**src/rtl/counter_share_ctrl.sv**
```systemverilog
// Round-robin controller sharing one up-counter between two requesters.
// Optional macro COUNTER_SHARE_ABORT_EN: dropping req[sel] mid-run aborts the run without done.
module counter_share_ctrl #(
    parameter int WIDTH = 3
) (
    input  logic             clk,
    input  logic             reset,
    input  logic [1:0]       req,
    input  logic [WIDTH-1:0] len0,
    input  logic [WIDTH-1:0] len1,
    output logic [1:0]       gnt,
    output logic             busy,
    output logic [WIDTH-1:0] count,
    output logic [1:0]       done
);

    typedef enum logic [1:0] {IDLE, RUN, DONE} state_t;

    state_t           state;
    logic             sel;
    logic             ptr;
    logic [WIDTH-1:0] target;
    logic             win;

    // A lone requester wins outright; the pointer only breaks ties.
    always_comb win = (req == 2'b11) ? ptr : req[1];

    always_ff @(posedge clk or negedge reset) begin
        if (!reset) begin
            state  <= IDLE;
            sel    <= 1'b0;
            ptr    <= 1'b0;
            target <= '0;
            gnt    <= 2'b00;
            busy   <= 1'b0;
            count  <= '0;
            done   <= 2'b00;
        end else begin
            case (state)
                IDLE: begin
                    done <= 2'b00;
                    if (req != 2'b00) begin
                        sel    <= win;
                        target <= win ? len1 : len0;
                        count  <= '0;
                        gnt    <= win ? 2'b10 : 2'b01;
                        busy   <= 1'b1;
                        state  <= RUN;
                    end
                end
                RUN: begin
`ifdef COUNTER_SHARE_ABORT_EN
                    if (!req[sel]) begin
                        gnt   <= 2'b00;
                        busy  <= 1'b0;
                        ptr   <= ~sel;
                        state <= IDLE;
                    end else
`endif
                    if (count == target) begin
                        gnt   <= 2'b00;
                        done  <= sel ? 2'b10 : 2'b01;
                        state <= DONE;
                    end else begin
                        count <= count + 1'b1;
                    end
                end
                DONE: begin
                    done  <= 2'b00;
                    busy  <= 1'b0;
                    ptr   <= ~sel;
                    state <= IDLE;
                end
                default: state <= IDLE;
            endcase
        end
    end

endmodule

```
**config.mk**
```make
export PLATFORM = sky130hd
export DESIGN_NAME = counter_share_ctrl
export DESIGN_NICKNAME = d
export VERILOG_FILES = /design/src/rtl/counter_share_ctrl.sv
export SDC_FILE = /design/constraint.sdc
export NUM_CORES = 1
export LEC_CHECK = 0
export CORE_MARGIN = 1.5
export CORE_UTILIZATION = 45
export DETAILED_ROUTE_END_ITERATION = 8
export PLACE_DENSITY = 0.75
export SYNTH_ARGS = -nofsm -noshare
export SYNTH_HDL_FRONTEND = slang
export SYNTH_SLANG_ARGS = --single-unit
```
**constraint.sdc**
```tcl
create_clock -name clk -period 1.9 [get_ports clk]
set_clock_uncertainty 0.2 [all_clocks]
set_input_delay 0.19 -clock clk [delete_from_list [all_inputs] [get_ports clk]]
set_output_delay 0.19 -clock clk [all_outputs]
set_load 0.03 [all_outputs]
```
# ---- After elaboration in Yosys (flattened, before gate mapping)
# Cells that the tools add are included.
dict set report word_totals {
  reg_bits 15
  output_inout_bits 8
  input_bits 10
}
dict set report classes {
  n_mux 17
  n_eq_ne 7
  bitwise_logic 1
  reduce_logical 12
  addsub 1
}
# operator n
set op_table {}
lappend op_table {{$mux 2} 7}
lappend op_table {{$pmux 2 s2} 3}
lappend op_table {{$mux 3} 3}
lappend op_table {{$reduce_and 2->1} 4}
lappend op_table {{$reduce_bool 2->1} 4}
lappend op_table {{$ne 2x2->1 const B} 3}
lappend op_table {{$pmux 3 s2} 1}
lappend op_table {{$reduce_and 3->1} 2}
lappend op_table {{$eq 2x2->1 const B} 2}
lappend op_table {{$add 3x1->3 const B} 1}
lappend op_table {{$eq 3x3->1} 1}
lappend op_table {{$eq 2x1->1 const B} 1}
lappend op_table {{$logic_not 2->1} 1}
lappend op_table {{$mux 1} 2}
lappend op_table {{$pmux 1 s2} 1}
lappend op_table {{$reduce_or 2->1} 1}
lappend op_table {{$not 1->1} 1}

# ---- Longest topological paths before layout
# Gate-level depths: netlist of the first run.
dict set report logic_depth {
  ltp_word 5
  mapped_depth 4
}

# ---- Least setup slack after synthesis of the first run
# OpenSTA, ideal clock, no wires.
dict set report synth_timing {
  kind {register to register}
  start {register count[0]}
  end {register gnt[0]}
  required_time_ns 1.580
  period_less_slack_ns 1.684
  t_arrival_ns 1.364
  path_buffers 0
  setup_slack_ns 0.216
  stages_incl_launch_ff 5
  cell_sequence {dfrtp_1 > xnor2_1 > nand3_1 > or2_1 > a31o_1}
}
dict set report synth_between {
  elab_chain_cells 3
}
# item line_no
set synth_rtl {}
lappend synth_rtl {{from (decl)} 13} ;# output logic [WIDTH-1:0] count,
lappend synth_rtl {{from (signal assigned)} 65} ;# count <= count + 1'b1;
lappend synth_rtl {{$eq 3x3->1} 60} ;# if (count == target) begin
lappend synth_rtl {{$ne 2x2->1 (no line)} --}
lappend synth_rtl {{$reduce_and 3->1 (no line)} --}
lappend synth_rtl {{to (signal assigned)} 46} ;# gnt <= win ? 2'b10 : 2'b01;
lappend synth_rtl {{to (decl)} 11} ;# output logic [1:0] gnt,
# No other way between the ends.
# A chain may end at the register's enable or synchronous reset.

# ---- Worst setup path after layout of the first run
dict set report layout_timing {
  start {register count[0]}
  end {output count[0]}
}
# No word-level cell between the ends.

==> metrics.txt, run 1 <==
drt initial violations 12; I/O Buffers 17; Core ar. 1350 µm²; hold buffer count at cts 0; net count after synthesis 75; multi-input logic area 284.0 µm²; Synthesis Warnings 0; crit path from count[0]; Die H 41.93 µm; Worst setup SP type flip-flop; Syn Std Cell Area 681.9 µm²; Synth Flop Type dfrtp_1; DRT antenna net count 0; Setup Buffers After CTS 0; Mapped Cells 64; clock buffer depth 2; setup ws final 88.88 ps; Buf/Inv on CP 1; CP endpoint count[0]; Psw 659.6 µW; DP HPWL 973.5 µm; Clk pin slew, worst setup/hold paths 90 ps; CP Capture Type output port; routability cong. 0.7713; Synth cell types 24; XOR/XNOR Fraction of Synth Area 3.853%; register area share after synthesis 55.05%; Worst R2R End gnt[1]; final net count 98; Worst Path Arrival 1420 ps; normalized max-slew margin 70.71%; Final setup viols 0; simple-gate share of the synthesized area 15.96%; CTS H-Tree Depth 1; P per Cell Area 1759 nW/µm²; largest family of logic cells by synthesized area simple AND/OR/NAND/NOR gates; Worst path slowest cell clkdlybuf4s50_1; Worst Tran Pin Value 437.3 ps; largest net degree at the start of global routing 16; Pre-antenna DRT Iters 4; Sink Count 15; Die W 41.93 µm; via count 544; Reg2Reg Depth 4; Syn Area/Cell 10.65 µm²; CTS tree built; setup slack, reg-to-reg 200 ps; grt ovf 0; global route hottest layer met2; Clk network pwr share 11.9%; Reg area 375.4 µm²; Die Area 1758 µm²; period utilization 95.32%; combinational fraction of design power 51.3%; crit-path max cell delay 700 ps; Clk Latency, worst-skew pair 290 ps; RSZ-0062 raised after global routing false; met3 Track Usage GR 5.652%; vias in the first global route 527; I/O Pins 18; VDD IR-drop max 1.064 mV; Crit Path Category reg -> out; layout cells sized above 1 6.977%; cell-internal power 931.7 µW; Compound-Gate Fraction of Synth Area 15.60%; status finished, final reports clean; power share of the sequential group 36.8%; mux cell area share after synthesis 4.404%; vias per inst 5.386; Yosys reg bits 15; Post-synth EDFFs 0; Async S/R FF share, synth 100.0%; crit-path cells clkdlybuf4s50_1; antenna violations before repair 0; Period minus WS final 1811 ps; maxcap violations 0; Fillers 116; final wirelength 1.324 mm; Final Hold Fails 0; setup_tns 0 ps; Initial Utilization 50.51%; worst slack, placed 149.0 ps; total CTS buffers 3; Syn-to-layout area delta 32.66%; Pins Over Slew Limit 0; CP delay by family, top buffers and inverters; top fanout value on the critical path 5; FMAX 552.1 MHz; P_leak 0.0004283 µW; CP Data Required Time 1510 ps; # rows 13; CTS Root Cell clkbuf_4; most frequent cells in the layout clkdlybuf4s50_1 (17), dfrtp_1 (15), nand2_1 (7); Sw Ratio 41.45%; Wirelength per Cell 13.11 µm; commonest non-fill, non-tap cell in the layout clkdlybuf4s50_1; met2 global-route usage 26.56%; # diodes 0; met1 Use GR 22.10%; Hold WC Path Type in -> async; DR DRC count 0; first-pass GRT wire length 2.332 mm; post_cts resized 0; WP depth 1; Worst R2R Start count[0]; Adder-Cell Fraction of Synth Area 1.835%; Total Routing Usage GR 18.14%
## worst min-delay path by stage
stage	slack, ps	startpoint	to
after floorplan	-310	reset	busy
after global placement	270	busy	busy
after detailed placement	280	busy	busy
after CTS	20	reset	done[1]
after global routing	20	reset	state[0]
final	10	reset	state[1]
## metrics by stage
| stage | area (µm²) | hold WS, ps | total power, µW | utilization, % | std cells |
|---|---|---|---|---|---|
| global placement | 878.3 | 272.1 | 1393 | 65.06 | 97 |
| detailed placement | 878.3 | 279.1 | 1418 | 65.06 | 97 |
| global route | 904.6 | 22.48 | 1709 | 67.01 | 101 |
| floorplan | 681.9 | -305.6 | 1144 | - | 64 |
| finish | 904.6 | 10.77 | 1591 | 67.01 | 101 |
| CTS | 904.6 | 22.34 | 1604 | 67.01 | 101 |
## cell type report
cell class / instances / area share (%)
well taps: 15 / 2.075
multi-input cells: 43 / 31.40
inverters: 6 / 2.490
clock buffers: 4 / 2.905
repair buffers: 18 / 19.64
flip-flops and latches: 15 / 41.49
## cell families after synthesis
group | after synthesis
and+or+nand+nor | 22
DFF | 15
AOI/OAI and AO/OA | 14
buffers and inverters | 6
xor gates and xnor gates | 3
muxes | 3
adders and majority gates | 1
## power by group through the flow
stage	clock network (µW)	logic [µW]	registers, µW
2_1_floorplan	0	433	711
3_3_place_gp	0	808	585
3_5_place_dp	0	824	593
4_1_cts	188	829	587
5_1_grt	208	897	604
6_report	189	817	585
## per-layer routing
metal | share of wire, % | up-vias
met5 | 0 | -
met4 | 3.3 | 0
met3 | 5.4 | 6
met2 | 45 | 19
met1 | 46 | 253
li1 | - | 266
## cells in the mapped netlist, types with 2 or more instances
library cell	number	area share (%)
inv_1	6	3.3
nand2b_1	3	2.8
o21ai_0	2	1.5
a222oi_1	3	4.4
nor2b_1	2	1.8
xnor2_1	3	3.9
and3_1	2	1.8
dfrtp_1	15	55
nand2_1	7	3.9
a31o_1	2	2.6
nor2_1	4	2.2
mux2i_1	3	4.4
## sequential cells by signal, summed over array words and instances (netlist names)
signal	cells
ptr	1
busy	1
state	2
target	3
gnt	2
count	3
sel	1
done	2
Power figures use the tool's default switching activity.
==> run 2, diff against run 1 <==
Settings changed: CORE_UTILIZATION 45 to 41, MAX_ROUTING_LAYER set to met4, PLACE_DENSITY 0.75 to 0.72.
Clock period 1.9 ns to 1.57 ns, I/O delays scaled along.
==> run 2 against run 1 <==
The run now ends with negative setup slack left. Sequential power is 23% higher. Worst setup slack worse by 95 ps. Clock power is 21% higher. Sequential cell count stayed put. Die area is 9.0% higher. Cell count is 9.9% higher. Wire length is 0.60% higher. Critical endpoint is now gnt[1]. Register-to-register slack worse by 210 ps.
==> metrics.txt, run 2 (synthesis results as in run 1) <==
Min-Delay Path Depth 3; via count 565 (+3.9%); drt initial violations 9 (-3); Final setup viols 1 (+1); CTS Root Cell clkbuf_4; CP Capture Type flip-flop; P_leak 0.0005057 µW (+18%); VDD IR-drop max 1.006 mV (-5.4%); Worst Path Arrival 1560 ps (+140 ps); status finished, violations left; clock buffer depth 2 (unchanged); Worst setup SP type flip-flop; Sw Ratio 41.11% (-0.34 points); Clk network pwr share 10.7% (-1.2 points); Clk Latency, worst-skew pair 280 ps (about the same); Final Hold Fails 0 (unchanged); cell-internal power 1254 µW (+35%); Reg2Reg Depth 4 (unchanged); commonest non-fill, non-tap cell in the layout dfrtp_1; normalized max-slew margin 78.64% (+7.9 points); Die W 43.78 µm (+4.4%); Clk pin slew, worst setup/hold paths 90 ps (about the same); CTS tree built; Buf/Inv on CP 0 (-1); I/O Pins 18 (unchanged); crit-path cells xnor2_2 > nand3_2 > or2_4 > a31o_1; DRT antenna net count 0 (unchanged); layout cells sized above 1 25.26% (+18 points); non-filler instance count after layout 111 (+9.9%); vias per inst 5.090 (-5.5%); most frequent cells in the layout dfrtp_1 (12), clkdlybuf4s50_1 (9), buf_4 (9); Period minus WS final 1576 ps; Core ar. 1524 µm² (+13%); largest net degree at the start of global routing 16 (unchanged); maxcap violations 0 (unchanged); worst slack, placed -86.84 ps (-235.9 ps); DP HPWL 966.4 µm (-0.73%); WP depth 4 (+3); # rows 14 (+1); Die Area 1917 µm² (+9.0%); Total Routing Usage GR 17.35% (-0.79 points); setup ws final -5.648 ps (-94.53 ps); I/O Buffers 17 (unchanged); combinational fraction of design power 55.4% (+4.1 points); top fanout value on the critical path 4 (-1); Wirelength per Cell 12.00 µm (-8.5%); power share of the sequential group 33.8% (-3.0 points); Pins Over Slew Limit 0 (unchanged); vias in the first global route 529 (+0.38%); Syn-to-layout area delta 47.89%; Sink Count 15 (unchanged); CP delay by family, top flip-flops; CP Data Required Time 1550 ps (+40 ps); first-pass GRT wire length 2.387 mm (+2.4%); FMAX 634.7 MHz; Psw 875.3 µW (+33%); period utilization 100.4%; crit-path max cell delay 440 ps (-260 ps); Crit Path Category reg -> reg; final net count 107 (+9.2%); Die H 43.78 µm (+4.4%); P per Cell Area 2111 nW/µm² (+20%); antenna violations before repair 0 (unchanged); total CTS buffers 3 (unchanged); Initial Utilization 44.75% (-5.8 points); RSZ-0062 raised after global routing true; routability cong. 0.7873 (+2.1%); leading registers by flop count count: 3 flops, target: 3 flops; fin util 66.17% (-0.83 points); Worst Tran Pin Value 321.7 ps (-115.6 ps); failing checks negative setup slack; CTS H-Tree Depth 1 (unchanged); DP Cell Count 103 (+6.2%); DR DRC count 0 (unchanged); grt ovf 0 (unchanged); Worst path slowest cell dfrtp_2; final wirelength 1.332 mm (+0.60%); Hold WC Path Type in -> reg; Pre-antenna DRT Iters 4 (unchanged); # diodes 0 (unchanged)
## run 2: changes by cell type in the layout (fill, tap and decap cells not counted), moves of 3 or more
cell,previous run,this run
buf_4,1,9
clkdlybuf4s50_1,17,9
dlygate4sd2_1,0,8
dfrtp_1,15,12
dfrtp_2,0,3
xnor2_1,3,0
xnor2_2,0,3
## run 2: area by class of cell
class	count	area [µm²]
tap	16	20.02
timing repair buffer	27	237.7
multi-input combinational	43	322.8
fill	138	515.5
sequential	15	379.1
inverter	6	22.52
clock buffer	4	26.28
## run 2: layer usage
layer / vias up / routed length [µm] / track usage, %
li1: 289 / - / -
met4: 0 / 18 / 7.273
met2: 13 / 584 / 23.82
met5: - / 0 / -
met3: 2 / 57 / 2.917
met1: 261 / 672 / 25.20
## run 2: tightest hold or removal path, cell delays in order
cell and delay (ps):
clkdlybuf4s50_1 460, a222oi_1 60, inv_1 50
## run 2: final timing paths
| path | start | endpoint | slack, ps |
|---|---|---|---|
| worst max-delay path | count[2] | gnt[1] | -6 |
| max in group asynchronous | reset | count[2] | 460 |
| worst min register to register | busy | busy | 300 |
| worst max register to register | count[2] | gnt[1] | -6 |
| worst min-delay path | len0[1] | target[1] | 260 |
| min in group asynchronous | reset | gnt[0] | 520 |
## run 2: power by group through the flow
stage | clock network [µW] | logic [µW] | registers, µW
2_1_floorplan | 0 | 582 | 891
3_3_place_gp | 0 | 1130 | 734
3_5_place_dp | 0 | 1140 | 738
4_1_cts | 234 | 1140 | 722
5_1_grt | 247 | 1300 | 743
6_report | 228 | 1180 | 720
## run 2: timing repair
action,CTS,global route
buffers inserted,2,1
hold buffers,1,0
pin swaps,0,3
gates resized for setup,9,2
endpoints found under the hold margin,15,0
setup endpoints to repair,10,9
## run 2: stage by stage
stage | hold slack (ps) | area, µm² | TNS [ps] | power (µW)
6_report | 261.2 | 1008 | -5.648 | 2129
5_1_grt | 285.4 | 1008 | -82.29 | 2288
4_1_cts | 263.0 | 992.2 | 0 | 2101
3_5_place_dp | 285.7 | 948.4 | -340.0 | 1882
3_3_place_gp | 273.8 | 948.4 | -236.9 | 1866
2_1_floorplan | -338.6 | 713.2 | 0 | 1472
==> run 3, diff against run 2 <==
Settings changed: CORE_UTILIZATION 41 to 30, PLACE_DENSITY 0.72 to unset, REMOVE_ABC_BUFFERS set to 1.
==> run 3 against run 2 <==
The flow now finishes without violations. Combinational power is 19% higher. Critical path depth is the same. Power rose by 9.3%. Highest routed layer unchanged. Largest cell class unchanged. Critical path type unchanged. Sequential cell count unchanged. First-iteration DRC count decreased by 11%. Register-to-register slack improved by 70 ps. Fmax is 4.3% higher. Die area up 34%. Utilization is 17 points lower. Non-clock buffer count rose by 7. Sequential share of layout area shrank 2.5 points. Hold slack gained 7.6 ps.
==> metrics.txt, run 3 (synthesis results as in run 1) <==
layout cells sized above 1 30.39% (+5.1 points); Core ar. 2170 µm² (+42%); CP endpoint gnt[1]; final net count 114 (+6.5%); most frequent cells in the layout buf_4 (16), dfrtp_1 (15), clkdlybuf4s50_1 (9); Worst Path Arrival 1490 ps (-70 ps); Worst R2R Start count[1]; global route hottest layer met2; I/O Buffers 17 (unchanged); crit path from count[1]; Worst path slowest cell dfrtp_1; # rows 17 (+3); WP depth 4 (unchanged); crit-path cells xnor2_2 > nand3_2 > or2_4 > a31o_1; DP HPWL 1.064 mm (+10%); RSZ-0062 raised after global routing false; antenna violations before repair 0 (unchanged); Total Routing Usage GR 13.05% (-4.3 points); first-pass GRT wire length 2.346 mm (-1.7%); commonest non-fill, non-tap cell in the layout buf_4; worst slack, placed -89.44 ps (-2.598 ps); met3 Track Usage GR 2.679% (-0.24 points); met2 global-route usage 21.49% (-2.3 points); Clk Latency, worst-skew pair 280 ps (about the same); vias per inst 4.731 (-7.1%); DP Cell Count 122 (+18%); crit-path max cell delay 420 ps (-20 ps); vias in the first global route 565 (+6.8%); maxcap violations 0 (unchanged); FMAX 662.1 MHz (+4.3%); drt initial violations 8 (-1); met1 Use GR 13.88% (-11 points); Pwr Total 2328 µW (+9.3%); clock buffer depth 2 (unchanged); Initial Utilization 31.43% (-13 points); Fillers 218 (+58%); # diodes 0 (unchanged); Pins Over Slew Limit 0 (unchanged); period utilization 96.20% (-4.2 points); Pre-antenna DRT Iters 4 (unchanged); Worst R2R End gnt[1]; Wirelength per Cell 11.55 µm (-3.8%); final wirelength 1.501 mm (+13%); Period minus WS final 1510 ps (-65.34 ps); status finished, final reports clean; Crit Path Category reg -> reg; DR DRC count 0 (unchanged); Worst setup SP type flip-flop; total CTS buffers 3 (unchanged); Die H 50.68 µm (+16%); CTS Root Cell clkbuf_4; routability cong. 0.6999 (-11%); P per Cell Area 2177 nW/µm² (+3.1%); DRT antenna net count 0 (unchanged); non-filler instance count after layout 130 (+17%); CTS H-Tree Depth 1 (unchanged); Syn-to-layout area delta 56.88%; Buf/Inv on CP 0 (unchanged); normalized max-slew margin 79.51% (+0.87 points); Die W 50.68 µm (+16%); CP delay by family, top simple AND/OR/NAND/NOR gates; setup ws final 59.69 ps (+65.34 ps); Hold WC Path Type in -> reg; VDD IR-drop max 1.186 mV (+18%); grt ovf 0 (unchanged); Reg2Reg Depth 4 (unchanged); top fanout value on the critical path 4 (unchanged); Final setup viols 0 (-1); CP Capture Type flip-flop; Sink Count 15 (unchanged); setup_tns 0 ps (+5.648 ps); CP Data Required Time 1550 ps (about the same); via count 615 (+8.8%); I/O Pins 18 (unchanged); setup slack, reg-to-reg 60 ps (+70 ps); largest net degree at the start of global routing 16 (unchanged); P_leak 0.0005382 µW (+6.4%); Die Area 2568 µm² (+34%); leading registers by flop count count: 3 flops, target: 3 flops; Worst Tran Pin Value 308.6 ps (-13.09 ps); CTS tree built; Clk pin slew, worst setup/hold paths 90 ps (about the same); Final Hold Fails 0 (unchanged)
[run 3: cell types whose count changed in the layout (fill, tap and decap cells not counted), moves of 3 or more]
cell           previous run  this run
dfrtp_1                  12        15
buf_4                     9        16
dfrtp_2                   3         0
clkbuf_2                  0         3
dlygate4sd2_1             8         5
[run 3: where the power goes]
part / switching [µW] / internal, µW
clock network: 120 / 98.5
registers: 149 / 560
logic: 679 / 722
[run 3: how the worst min path moves through the flow]
stage                     startpoint  cells past startpoint         to
after floorplan                reset                      0       busy
after global placement          busy                      1       busy
after detailed placement        busy                      1       busy
after CTS                    len0[0]                      3  target[0]
after global routing         len0[1]                      3  target[1]
final                        len0[0]                      3  target[0]
[run 3: tightest hold or removal path, delay by kind of cell]
family | cells | cell delay (ps)
buf+inv | 2 | 500
compound gates | 1 | 60
[run 3: per-layer routing]
layer | routed length [µm] | part of all wire (%)
met5 | 0 | 0
met4 | 17 | 1.1
met1 | 620 | 41
met2 | 805 | 54
met3 | 58 | 3.9
[run 3: area by class of cell]
cell class	instances	area, µm²	area share (%)
Inverter	6	22.52	2.105
Multi-Input combinational cell	43	331.6	30.99
Tap cell	28	35.03	3.275
Clock buffer	4	26.28	2.456
Timing Repair Buffer	34	279.0	26.08
Sequential cell	15	375.4	35.09
[run 3: per-stage QoR]
step           cell area, µm²  utilization (%)  hold slack, ps
2_1_floorplan           681.9                -          -338.6
3_3_place_gp            984.7            45.39           275.0
3_5_place_dp            984.7            45.39           283.2
4_1_cts                  1037            47.81           262.4
5_1_grt                  1070            49.31           268.8
6_report                 1070            49.31           268.8
[run 3: timing repair]
item                                    4_1_cts  5_1_grt
pin swaps                                     3        8
hold buffers                                  1        0
endpoints found under the setup margin       10       14
buffers inserted                              1        2
gates resized for setup                      13        9
endpoints found under the hold margin        15        0
==> edit: new RTL, flow settings as in run 2 <==
Make the reset (`reset`) synchronous in one clocked block.
--- a/src/rtl/counter_share_ctrl.sv
+++ b/src/rtl/counter_share_ctrl.sv
@@ -26,5 +26,5 @@
     always_comb win = (req == 2'b11) ? ptr : req[1];
 
-    always_ff @(posedge clk or negedge reset) begin
+    always_ff @(posedge clk) begin
         if (!reset) begin
             state  <= IDLE;
Check against the original RTL: differs if reset is asserted again (counterexample within 4 cycles, from zero or initial values and one cycle with reset low); with reset held inactive, the same outputs for 10 cycles.
==> edit against run 2 <==
Routed wire length is 6.7% higher. Setup slack better by 0.094 ns. Maximum frequency rose by 6.3%. Area after synthesis fell by 1.8%. Sequential cell count unchanged. Count of clock-buffer cells in the layout unchanged. Worst hold slack better by 0.016 ns. Final area shrank 11%. Critical path type unchanged. Highest routed layer unchanged.
Power is not compared: it rests on default switching activity, and its combinational part moved more than twofold at a synthesized area within 25%.
==> edit: results (changes against run 2) <==
{| class="wikitable"
! Metric !! Value
|-
| Result of the run || complete, no violations
|-
| Total wirelength of the detailed-routed design || 1.42 mm (+6.7%)
|-
| Tightest Hold Check Type || reg -> reg
|-
| Via count of the first global-routing pass || 545 (+3.0%)
|-
| Seq/Total Area, Yosys || 44.9% (-10 points)
|-
| Weighted congestion reported at the end of routability-driven placement || 0.746 (-5.3%)
|-
| Vias after detailed routing || 591 (+4.6%)
|-
| Clock Latency Late Sink || 0.28 ns (about the same)
|-
| DRC marker count from the first detailed-route iteration || 24 (+15)
|-
| Biggest area contributors in the synthesized netlist || dfxtp_1 (45%), nor2b_1 (5.6%), nand2_1 (5.0%), a222oi_1 (4.5%), xnor2_1 (3.9%)
|-
| Net Count, Synth || 84 (+12%)
|-
| Max Fanout on Critical Path || 8 (+4)
|-
| Share of layout cells above drive strength 1 || 11.6% (-14 points)
|-
| Cell count after synthesis || 73 (+14%)
|-
| Area share of the largest cell type after synthesis || 44.9% (-10 points)
|-
| Commonest cells post-synth || dfxtp_1 (15), nand2_1 (9), nor2b_1 (6)
|-
| Wire length of the first global-routing pass || 2.33 mm (-2.6%)
|-
| Pin count of the biggest net entering global routing || 13 (-3)
|-
| # port buffers || 17 (unchanged)
|-
| GR Overflow Total || 0 (unchanged)
|-
| Final-layout fill cell count || 144 (+4.3%)
|-
| Global Route Usage Sum || 17.4% (about the same)
|-
| Post-synth ARST share || 0% (-100 points)
|-
| Slew Limit Headroom || 77.9% (-0.75 points)
|-
| Worst-path clk slew || 0.09 ns (about the same)
|-
| Pre-CTS setup slack || -0.0988 ns (-0.0120 ns)
|-
| Crit path DAT || 1.45 ns (-0.11 ns)
|-
| Setup Buffers After CTS || 0 (-2)
|-
| Sum of net half-perimeters after detailed placement || 1.06 mm (+9.4%)
|}
## edit: power groups by stage
stage | logic (W) | registers, W | clock network (W)
floorplan | 0.000128 | 0.000483 | 0
detailed placement | 0.000250 | 0.000458 | 0
CTS | 0.000239 | 0.000449 | 0.000232
global placement | 0.000244 | 0.000457 | 0
global route | 0.000263 | 0.000455 | 0.000250
finish | 0.000244 | 0.000449 | 0.000218
## edit: layer usage
layer	up-vias	routed length, um	GRT usage (%)
met1	270	659	22.2
met4	0	19	12.7
li1	305	-	-
met3	2	42	2.50
met2	14	700	24.8
met5	-	0	-
## edit: cell type report
class	instances	area, um^2	share of cell area, %
Sequential cell	15	300	33.5
Clock buffer	4	26.3	2.93
Tap cell	16	20.0	2.23
Timing Repair Buffer	20	183	20.4
Multi-Input combinational cell	56	367	40.9
## edit: through the flow
step                total power (W)  util (%)  instance area [um^2]
floorplan                  0.000611         -                   669
global placement           0.000701      57.4                   875
detailed placement         0.000708      57.4                   875
CTS                        0.000919      58.5                   891
global route               0.000968      58.8                   896
finish                     0.000911      58.8                   896
## edit: critical path, stage by stage, from the launching register on
cell	delay (ns)
dfxtp_1	0.39
nor2_2	0.16
o21ai_2	0.14
a222oi_1	0.40
nor2b_1	0.09
## edit: worst paths after layout
path                               start  cells after the start  slack (ns)   endpoint
worst min register to register    gnt[1]                      2        0.28     gnt[1]
worst max register to register  state[0]                      4        0.09  target[0]
worst min-delay path              gnt[1]                      2        0.28     gnt[1]
worst max-delay path            state[0]                      4        0.09  target[0]
## edit: logic make-up (layout without fill, tap and decap cells)
kind of cell	after synthesis	after routing	share of synthesized area, %
DFF	15	15	44.9
xor gates and xnor gates	3	3	3.93
muxes	2	2	2.99
buffers and inverters	2	24	1.12
AOI/OAI and AO/OA	13	13	14.0
and+or+nand+nor	37	37	31.2
adders and majority gates	1	1	1.87
## edit: timing repair
item / 4_1_cts / 5_1_grt
hold buffers: 0 / 0
gates resized for setup: 8 / 1
endpoints found under the setup margin: 8 / 1
